===== src/rtl/fetch_sequencer.sv =====
// Instruction-fetch front end: drives the PC register, runs the imem request/response
// handshake, hands instructions to decode and handles redirects and memory timeouts.
module fetch_sequencer #(
  parameter int XLEN           = 32,
  parameter int TIMEOUT_CYCLES = 255
) (
  input  logic            clk,
  input  logic            rst,
  input  logic [XLEN-1:0] pc_cur,
  input  logic [XLEN-1:0] pc_plus4,
  output logic [XLEN-1:0] pc_next,
  output logic            pc_we,
  output logic            imem_req_valid,
  output logic [XLEN-1:0] imem_req_addr,
  input  logic            imem_req_ready,
  input  logic            imem_resp_valid,
  input  logic [XLEN-1:0] imem_resp_data,
  output logic            instr_valid,
  output logic [XLEN-1:0] instr,
  output logic [XLEN-1:0] instr_pc,
  input  logic            decode_ready,
  input  logic            redirect_valid,
  input  logic [XLEN-1:0] redirect_target,
  output logic            misaligned,
  output logic            fetch_fault
);

  localparam int CNT_W = $clog2(TIMEOUT_CYCLES + 1);
  localparam logic [CNT_W-1:0] CNT_MAX = CNT_W'(TIMEOUT_CYCLES);

  typedef enum logic [2:0] {
    S_IDLE,
    S_REQ,
    S_WAIT,
    S_DRAIN,
    S_HOLD,
    S_FAULT
  } state_t;

  state_t          state_q, state_d;
  logic [CNT_W-1:0] cnt_q, cnt_d;
  logic            instr_valid_q, instr_valid_d;
  logic [XLEN-1:0] instr_q, instr_d;
  logic [XLEN-1:0] instr_pc_q, instr_pc_d;
  logic            misaligned_q, misaligned_d;
  logic            fetch_fault_q, fetch_fault_d;

  logic [CNT_W-1:0] cnt_inc;
  logic            timeout;
  logic [XLEN-1:0] redirect_aligned;

  // The counter saturates at the limit so a late redirect into DRAIN cannot wrap it.
  assign cnt_inc          = (cnt_q == CNT_MAX) ? cnt_q : cnt_q + 1'b1;
  assign timeout          = (cnt_inc == CNT_MAX);
  assign redirect_aligned = {redirect_target[XLEN-1:2], 2'b00};
  assign imem_req_addr    = pc_cur;

  always_comb begin
    state_d        = state_q;
    cnt_d          = cnt_q;
    instr_valid_d  = instr_valid_q;
    instr_d        = instr_q;
    instr_pc_d     = instr_pc_q;
    misaligned_d   = 1'b0;
    fetch_fault_d  = fetch_fault_q;
    pc_we          = 1'b0;
    pc_next        = pc_plus4;
    imem_req_valid = 1'b0;

    if (redirect_valid && state_q != S_FAULT) begin
      misaligned_d = |redirect_target[1:0];
    end

    case (state_q)
      S_IDLE: begin
        if (redirect_valid) begin
          pc_we   = 1'b1;
          pc_next = redirect_aligned;
        end
        state_d = S_REQ;
      end
      S_REQ: begin
        imem_req_valid = 1'b1;
        if (redirect_valid) begin
          pc_we   = 1'b1;
          pc_next = redirect_aligned;
          // A request accepted alongside a redirect fetches the old PC; drain it.
          if (imem_req_ready) begin
            state_d = S_DRAIN;
            cnt_d   = '0;
          end
        end else if (imem_req_ready) begin
          state_d = S_WAIT;
          cnt_d   = '0;
        end
      end
      S_WAIT: begin
        cnt_d = cnt_inc;
        if (redirect_valid) begin
          pc_we   = 1'b1;
          pc_next = redirect_aligned;
          state_d = imem_resp_valid ? S_REQ : S_DRAIN;
        end else if (imem_resp_valid) begin
          instr_d       = imem_resp_data;
          instr_pc_d    = pc_cur;
          instr_valid_d = 1'b1;
          pc_we         = 1'b1;
          state_d       = S_HOLD;
        end else if (timeout) begin
          fetch_fault_d = 1'b1;
          state_d       = S_FAULT;
        end
      end
      S_DRAIN: begin
        cnt_d = cnt_inc;
        if (redirect_valid) begin
          pc_we   = 1'b1;
          pc_next = redirect_aligned;
        end
        if (imem_resp_valid) begin
          state_d = S_REQ;
        end else if (timeout) begin
          fetch_fault_d = 1'b1;
          state_d       = S_FAULT;
        end
      end
      S_HOLD: begin
        if (redirect_valid) begin
          pc_we         = 1'b1;
          pc_next       = redirect_aligned;
          instr_valid_d = 1'b0;
          state_d       = S_REQ;
        end else if (decode_ready) begin
          instr_valid_d = 1'b0;
          state_d       = S_REQ;
        end
      end
      S_FAULT: begin
        instr_valid_d = 1'b0;
      end
      default: begin
        state_d = S_IDLE;
      end
    endcase
  end

  always_ff @(posedge clk) begin
    if (rst) begin
      state_q       <= S_IDLE;
      cnt_q         <= '0;
      instr_valid_q <= 1'b0;
      instr_q       <= '0;
      instr_pc_q    <= '0;
      misaligned_q  <= 1'b0;
      fetch_fault_q <= 1'b0;
    end else begin
      state_q       <= state_d;
      cnt_q         <= cnt_d;
      instr_valid_q <= instr_valid_d;
      instr_q       <= instr_d;
      instr_pc_q    <= instr_pc_d;
      misaligned_q  <= misaligned_d;
      fetch_fault_q <= fetch_fault_d;
    end
  end

  assign instr_valid = instr_valid_q;
  assign instr       = instr_q;
  assign instr_pc    = instr_pc_q;
  assign misaligned  = misaligned_q;
  assign fetch_fault = fetch_fault_q;

endmodule


===== config.mk =====
export PLATFORM = sky130hd
export DESIGN_NAME = fetch_sequencer
export DESIGN_NICKNAME = d
export VERILOG_FILES = /design/src/rtl/fetch_sequencer.sv
export SDC_FILE = /design/constraint.sdc
export NUM_CORES = 1
export LEC_CHECK = 0
export CORE_MARGIN = 5
export CORE_UTILIZATION = 35
export DETAILED_ROUTE_END_ITERATION = 8
export PLACE_DENSITY = 0.8
export SETUP_SLACK_MARGIN = 0.3
export SLEW_MARGIN = 20
export SYNTH_ARGS = -nofsm -noshare
export SYNTH_HDL_FRONTEND = slang
export SYNTH_SLANG_ARGS = --single-unit
export TNS_END_PERCENT = 1

===== constraint.sdc =====
create_clock -name clk -period 2.2 [get_ports clk]
set_input_delay 0.33 -clock clk [delete_from_list [all_inputs] [get_ports clk]]
set_output_delay 0.33 -clock clk [all_outputs]
set_load 0.01 [all_outputs]

# Word level (Yosys, flattened, before mapping)
# Cells that the tools add are included.
totals:
  ff_bits: 78
  out_inout_bits: 133
  input_bits: 134
  wordCells: 68
classes:
  addsub: 1
  muxes: 30
  n_reduce_logical: 15
  eq_ne: 12
  n_bitwise: 3
op_table:
  columns: ["op", "n"]
  rows:
  - ["$mux W32", 2]
  - ["$mux W3", 9]
  - ["$pmux W3 S6", 1]
  - ["$eq A8 B8 Y1 const B", 2]
  - ["$mux W8", 2]
  - ["$pmux W8 S2", 1]
  - ["$mux W1", 11]
  - ["$add A8 B1 Y8 const B", 1]
  - ["$eq A3 B2 Y1 const B", 2]
  - ["$eq A3 B3 Y1 const B", 2]
  - ["$ne A2 B2 Y1 const B", 3]
  - ["$ne A3 B3 Y1 const B", 2]
  - ["$reduce_and A3 Y1", 2]
  - ["$reduce_or A2 Y1", 3]
  - ["$reduce_or A5 Y1", 1]
  - ["$pmux W1 S2", 2]
  - ["$reduce_and A2 Y1", 2]
  - ["$reduce_and A4 Y1", 1]
  - ["$reduce_bool A2 Y1", 2]
  - ["$reduce_or A4 Y1", 1]
  - ["$eq A3 B1 Y1 const B", 1]
  - ["$logic_not A3 Y1", 1]
  - ["$not A1 Y1", 3]
  - ["$pmux W1 S3", 1]
  - ["3 further kinds", 3]

# Depth between registers and ports, before layout
depth:
  word_depth: 7
  depth_mapped: 7
  mapped_depth_nobuf: 6

# Worst setup path after synthesis
# OpenSTA, ideal clock, no wires.
synth_path:
  path_kind: "flip-flop to output port"
  from: "reg state_q[0]"
  to: "out pc_next[10]"
  t_arrival_ns: 1.443
  path_buffers: 2
  path_slack_ns: 0.427
  t_required_ns: 1.870
  path_stages_with_launch: 6
  cell_sequence: "dfxtp_1 clkbuf_1 o21ai_1 nand2_1 buf_2 mux2_1"
synth_between:
  elab_chain_cells: 3
  elab_cells_between_ends: 7
  cone_classes: "4 x eq/ne; 1 x mux; 2 x reduce/logical"
synth_rtl:
  columns: ["element", "line_no", "rtl"]
  rows:
  - ["from (decl)", "40", "state_t state_q, state_d;"]
  - ["from (signal assigned)", "157", "state_q <= state_d;"]
  - ["$eq A3 B3 Y1 (tied with other cells)", "74", "case (state_q)"]
  - ["$reduce_or A5 Y1 (no line) *", null, null]
  - ["$mux W32 *", null, null]
  - ["to (decl)", "11", "output logic [XLEN-1:0] pc_next,"]
# Mark *: on every way between the ends. The rest lies on a longest branch, timed or not.

# Worst setup path in the final report
layout_path:
  from: "in redirect_valid"
  to: "out pc_next[1]"
layout_between:
  elab_chain_cells: 2
layout_rtl:
  columns: ["element", "line_no", "rtl"]
  rows:
  - ["from (decl)", "22", "input logic redirect_valid,"]
  - ["$mux W32 (2 in series)", null, null]
# No other way between the ends.

==> impl_metrics.py <==
metrics = {
    "die": {
        "core_area_sq_mm": 0.0103,
        "rows": 37,
        "ios": 267,
        "die_h_um": 113,
        "initial_core_util": 0.359,
        "fp.dieW_um": 113,
        "die_area_sq_mm": 0.0128,
    },
    "synth": {
        "synth_area_leader_cell": "dfxtp_1",
        "yosys-top-cells-area": "dfxtp_1 42%, nand2_1 14%, a21oi_1 10%, mux2_1 9.1%, buf_4 7.9%",
        "synth_edf_count": 0,
        "synth_cell_types": 43,
        "syn_nets": 592,
        "async_flop_share": 0,
        "yosys_warnings": 0,
        "syn_inst": 457,
        "netlist_area_sq_mm": 0.00371,
        "synth_most_common_cell": "nand2_1",
        "synth_seq_cells": 78,
        "yosys.area.top_type_share": 0.421,
        "syn_avg_cell_area_sq_um": 8.12,
        "synth_ff_type": "dfxtp_1",
        "yosysSeqAreaShare": 0.421,
        "ys_top_cells_by_count": "141 x nand2_1, 78 x dfxtp_1, 76 x a21oi_1",
    },
    "power": {
        "p_int_uw": 2520,
        "power_density_mw_per_mm2": 508,
        "pwr-share-seq": 0.434,
        "switchingPower_uw": 796,
        "ir_drop_uv": 383,
        "p_comb_frac": 0.211,
        "p_leak_uw": 0.00234,
        "power.clock.fraction": 0.355,
        "switching_share": 0.240,
    },
    "cells_and_area": {
        "final_cell_area_sq_mm": 0.00652,
        "drive_gt1_frac": 0.0622,
        "fin_nets": 821,
        "fillCellCount": 881,
        "instances_no_fill": 827,
        "antenna_cells": 0,
        "syn2layout_area_growth_pct": 75.7,
    },
    "worst_setup_path": {
        "cp_data_required_time_ns": 1.87,
        "worstPathCellList": "clkdlybuf4s50_1 -> nand2_2 -> buf_6 -> and2_1 -> clkdlybuf4s50_1",
        "cp_common_cell": "clkdlybuf4s50_1",
        "path_buf_inv": 3,
        "slowest_stage": "clkdlybuf4s50_1",
        "arrival_ns": 1.75,
        "cpPeakStageDelay_ns": 0.54,
        "path_class": "in -> out",
        "cp_max_fo": 8,
        "cp_top_family": "buffers and inverters",
        "start_kind": "primary input",
        "end_kind": "output pin",
    },
    "worst_hold_path": {
        "hp-class": "in -> reg",
    },
    "route": {
        "post_drt_wl_per_cell_um": 16.3,
        "drtIter0Drc": 284,
        "remaining_drc_errors": 0,
        "via_per_inst": 4.82,
        "wl_um": 13500,
        "first_pass_iters": 4,
        "via_count": 3983,
        "ant_nets": 0,
    },
    "grt": {
        "grt_util_all_layers": 0.202,
        "grt_first_pass_wirelength_um": 20800,
        "grt_pass1_vias": 3985,
        "grt_max_degree": 42,
        "grt.overflow.total": 0,
        "antenna_found_initial": 0,
    },
    "placed_design": {
        "place_hpwl_um": 10800,
        "placed_area_sq_mm": 0.00630,
        "pre_cts_slack_ns": -0.101,
        "placedCellCount": 810,
        "port_buffers": 266,
        "gp_congestion": 1.11,
    },
    "clock_network": {
        "clock_sinks": 78,
        "cts_tree": "yes",
        "clkLatencyLatePin_ns": 0.33,
        "cts_buffers": 9,
        "cts_buffer_depth": 2,
        "cts_setup_buffers": 0,
        "htreeDepth": 3,
        "root_buffer": "clkbuf_8",
        "clkTransAtPathRegs_ns": 0.08,
        "holdBufCountCts": 0,
    },
    "timing": {
        "worst_slack_ns": 0.121,
        "finalCriticalPeriod_ns": 2.08,
        "worst_pin_slew_ns": 0.422,
        "tns_ns": 0,
        "rsz0062_at_grt": "yes",
        "setup_viol": 0,
        "fmax_ghz": 0.481,
        "skew_ns": 0.00597,
        "min_period_over_period": 0.945,
        "final_hold_viol_count": 0,
        "maxSlewHeadroom": 0.718,
        "slew_viol_final": 0,
    },
    "run": {
        "maxCapViolCount": 0,
    },
    "outcome": {
        "status": "finished, final reports clean",
    },
}
-- stage by stage --
| stage | hold WS [ns] | util | power [uW] |
|---|---|---|---|
| floorplan | 0.405 | - | 1740 |
| global placement | 0.442 | 0.610 | 2190 |
| detailed placement | 0.447 | 0.610 | 2200 |
| CTS | 0.328 | 0.630 | 3360 |
| global route | 0.357 | 0.632 | 3470 |
| finish | 0.350 | 0.632 | 3310 |
-- worst paths after layout --
check,endpoint,cells past startpoint,slack [ns],from
worst max-delay path,pc_next[1],5,0.12,redirect_valid
worst min-delay path,fetch_fault,3,0.35,rst
worst max register to register,state_q[2],6,0.25,cnt_q[0]
worst min register to register,instr_pc[4],2,0.45,instr_pc[4]
-- power groups by stage --
stage                     Combinational, uW  Clock, uW  Sequential [uW]
after global placement                  716          0             1470
after detailed placement                724          0             1470
final                                   698       1180             1440
after global routing                    740       1280             1440
after floorplan                         259          0             1480
after CTS                               698       1220             1440
-- cell families (layout without fill, tap and decap cells) --
kind of cell,count (synthesis),in the layout,synth area share
compound gates,104,104,0.167
simple gates,177,177,0.203
mux,31,31,0.0937
fa+ha+maj,1,1,0.00337
flops,78,78,0.421
buf+inv,66,300,0.112
-- worst min-delay path: cells and delay by family --
kind                   cells  cell delay, ns
buffers and inverters      2            0.18
AOI/OAI and AO/OA          1            0.13
-- layer usage --
| layer | vias to the layer above | global-route usage | share of wire |
|---|---|---|---|
| met3 | 15 | 0.0717 | 0.083 |
| li1 | 1972 | - | - |
| met2 | 158 | 0.338 | 0.48 |
| met5 | - | 0 | 0 |
| met1 | 1838 | 0.250 | 0.43 |
| met4 | 0 | 0.0465 | 0.011 |
-- cells in the final DEF, fill, tap and decap left out, types with 2 or more instances in the layout --
cell type        synthesis  layout
a211oi_1                 2       2
a21oi_1                 76      76
a31oi_1                  5       5
and2_1                   3       3
and3_1                   2       2
and4_1                   2       2
buf_12                   0       5
buf_4                   39      10
bufinv_16                0       2
clkbuf_8                 0      10
clkdlybuf4s15_1          0       2
clkdlybuf4s50_1          0     232
clkinv_2                 0       2
clkinvlp_4               0       2
dfxtp_1                 78      77
dlygate4sd2_1            0      30
mux2_1                  30      30
nand2_1                141     140
nand2b_1                 4       4
nand3_1                  2       2
nand3b_1                 2       2
nor2_1                   9       8
nor3_1                   6       6
o2111ai_1                2       2
o21ai_1                  6       5
-- area by class of cell --
type | count | area [sq um] | area share
clock inverter | 6 | 85.1 | 0.0130
clock buffer | 10 | 138 | 0.0211
multi-input combinational | 313 | 1750 | 0.268
sequential | 78 | 1560 | 0.240
inverter | 2 | 7.51 | 0.00115
timing repair buffer | 282 | 2810 | 0.431
tap | 136 | 170 | 0.0261
-- flip-flops by register name (all words and copies together), names as in the netlist --
| register | cells |
|---|---|
| misaligned | 1 |
| instr_valid | 1 |
| instr_pc | 32 |
| fetch_fault | 1 |
| instr | 32 |
| cnt_q | 8 |
| state_q | 3 |
-- timing repair --
| action | CTS | global route |
|---|---|---|
| endpoints found under the hold margin | 0 | 0 |
| pin swaps | 0 | 2 |
| setup endpoints to repair | 35 | 85 |
| gates cloned | 1 | 0 |
| resized for setup | 37 | 7 |
Note: power is estimated with default switching activity, not from simulation.
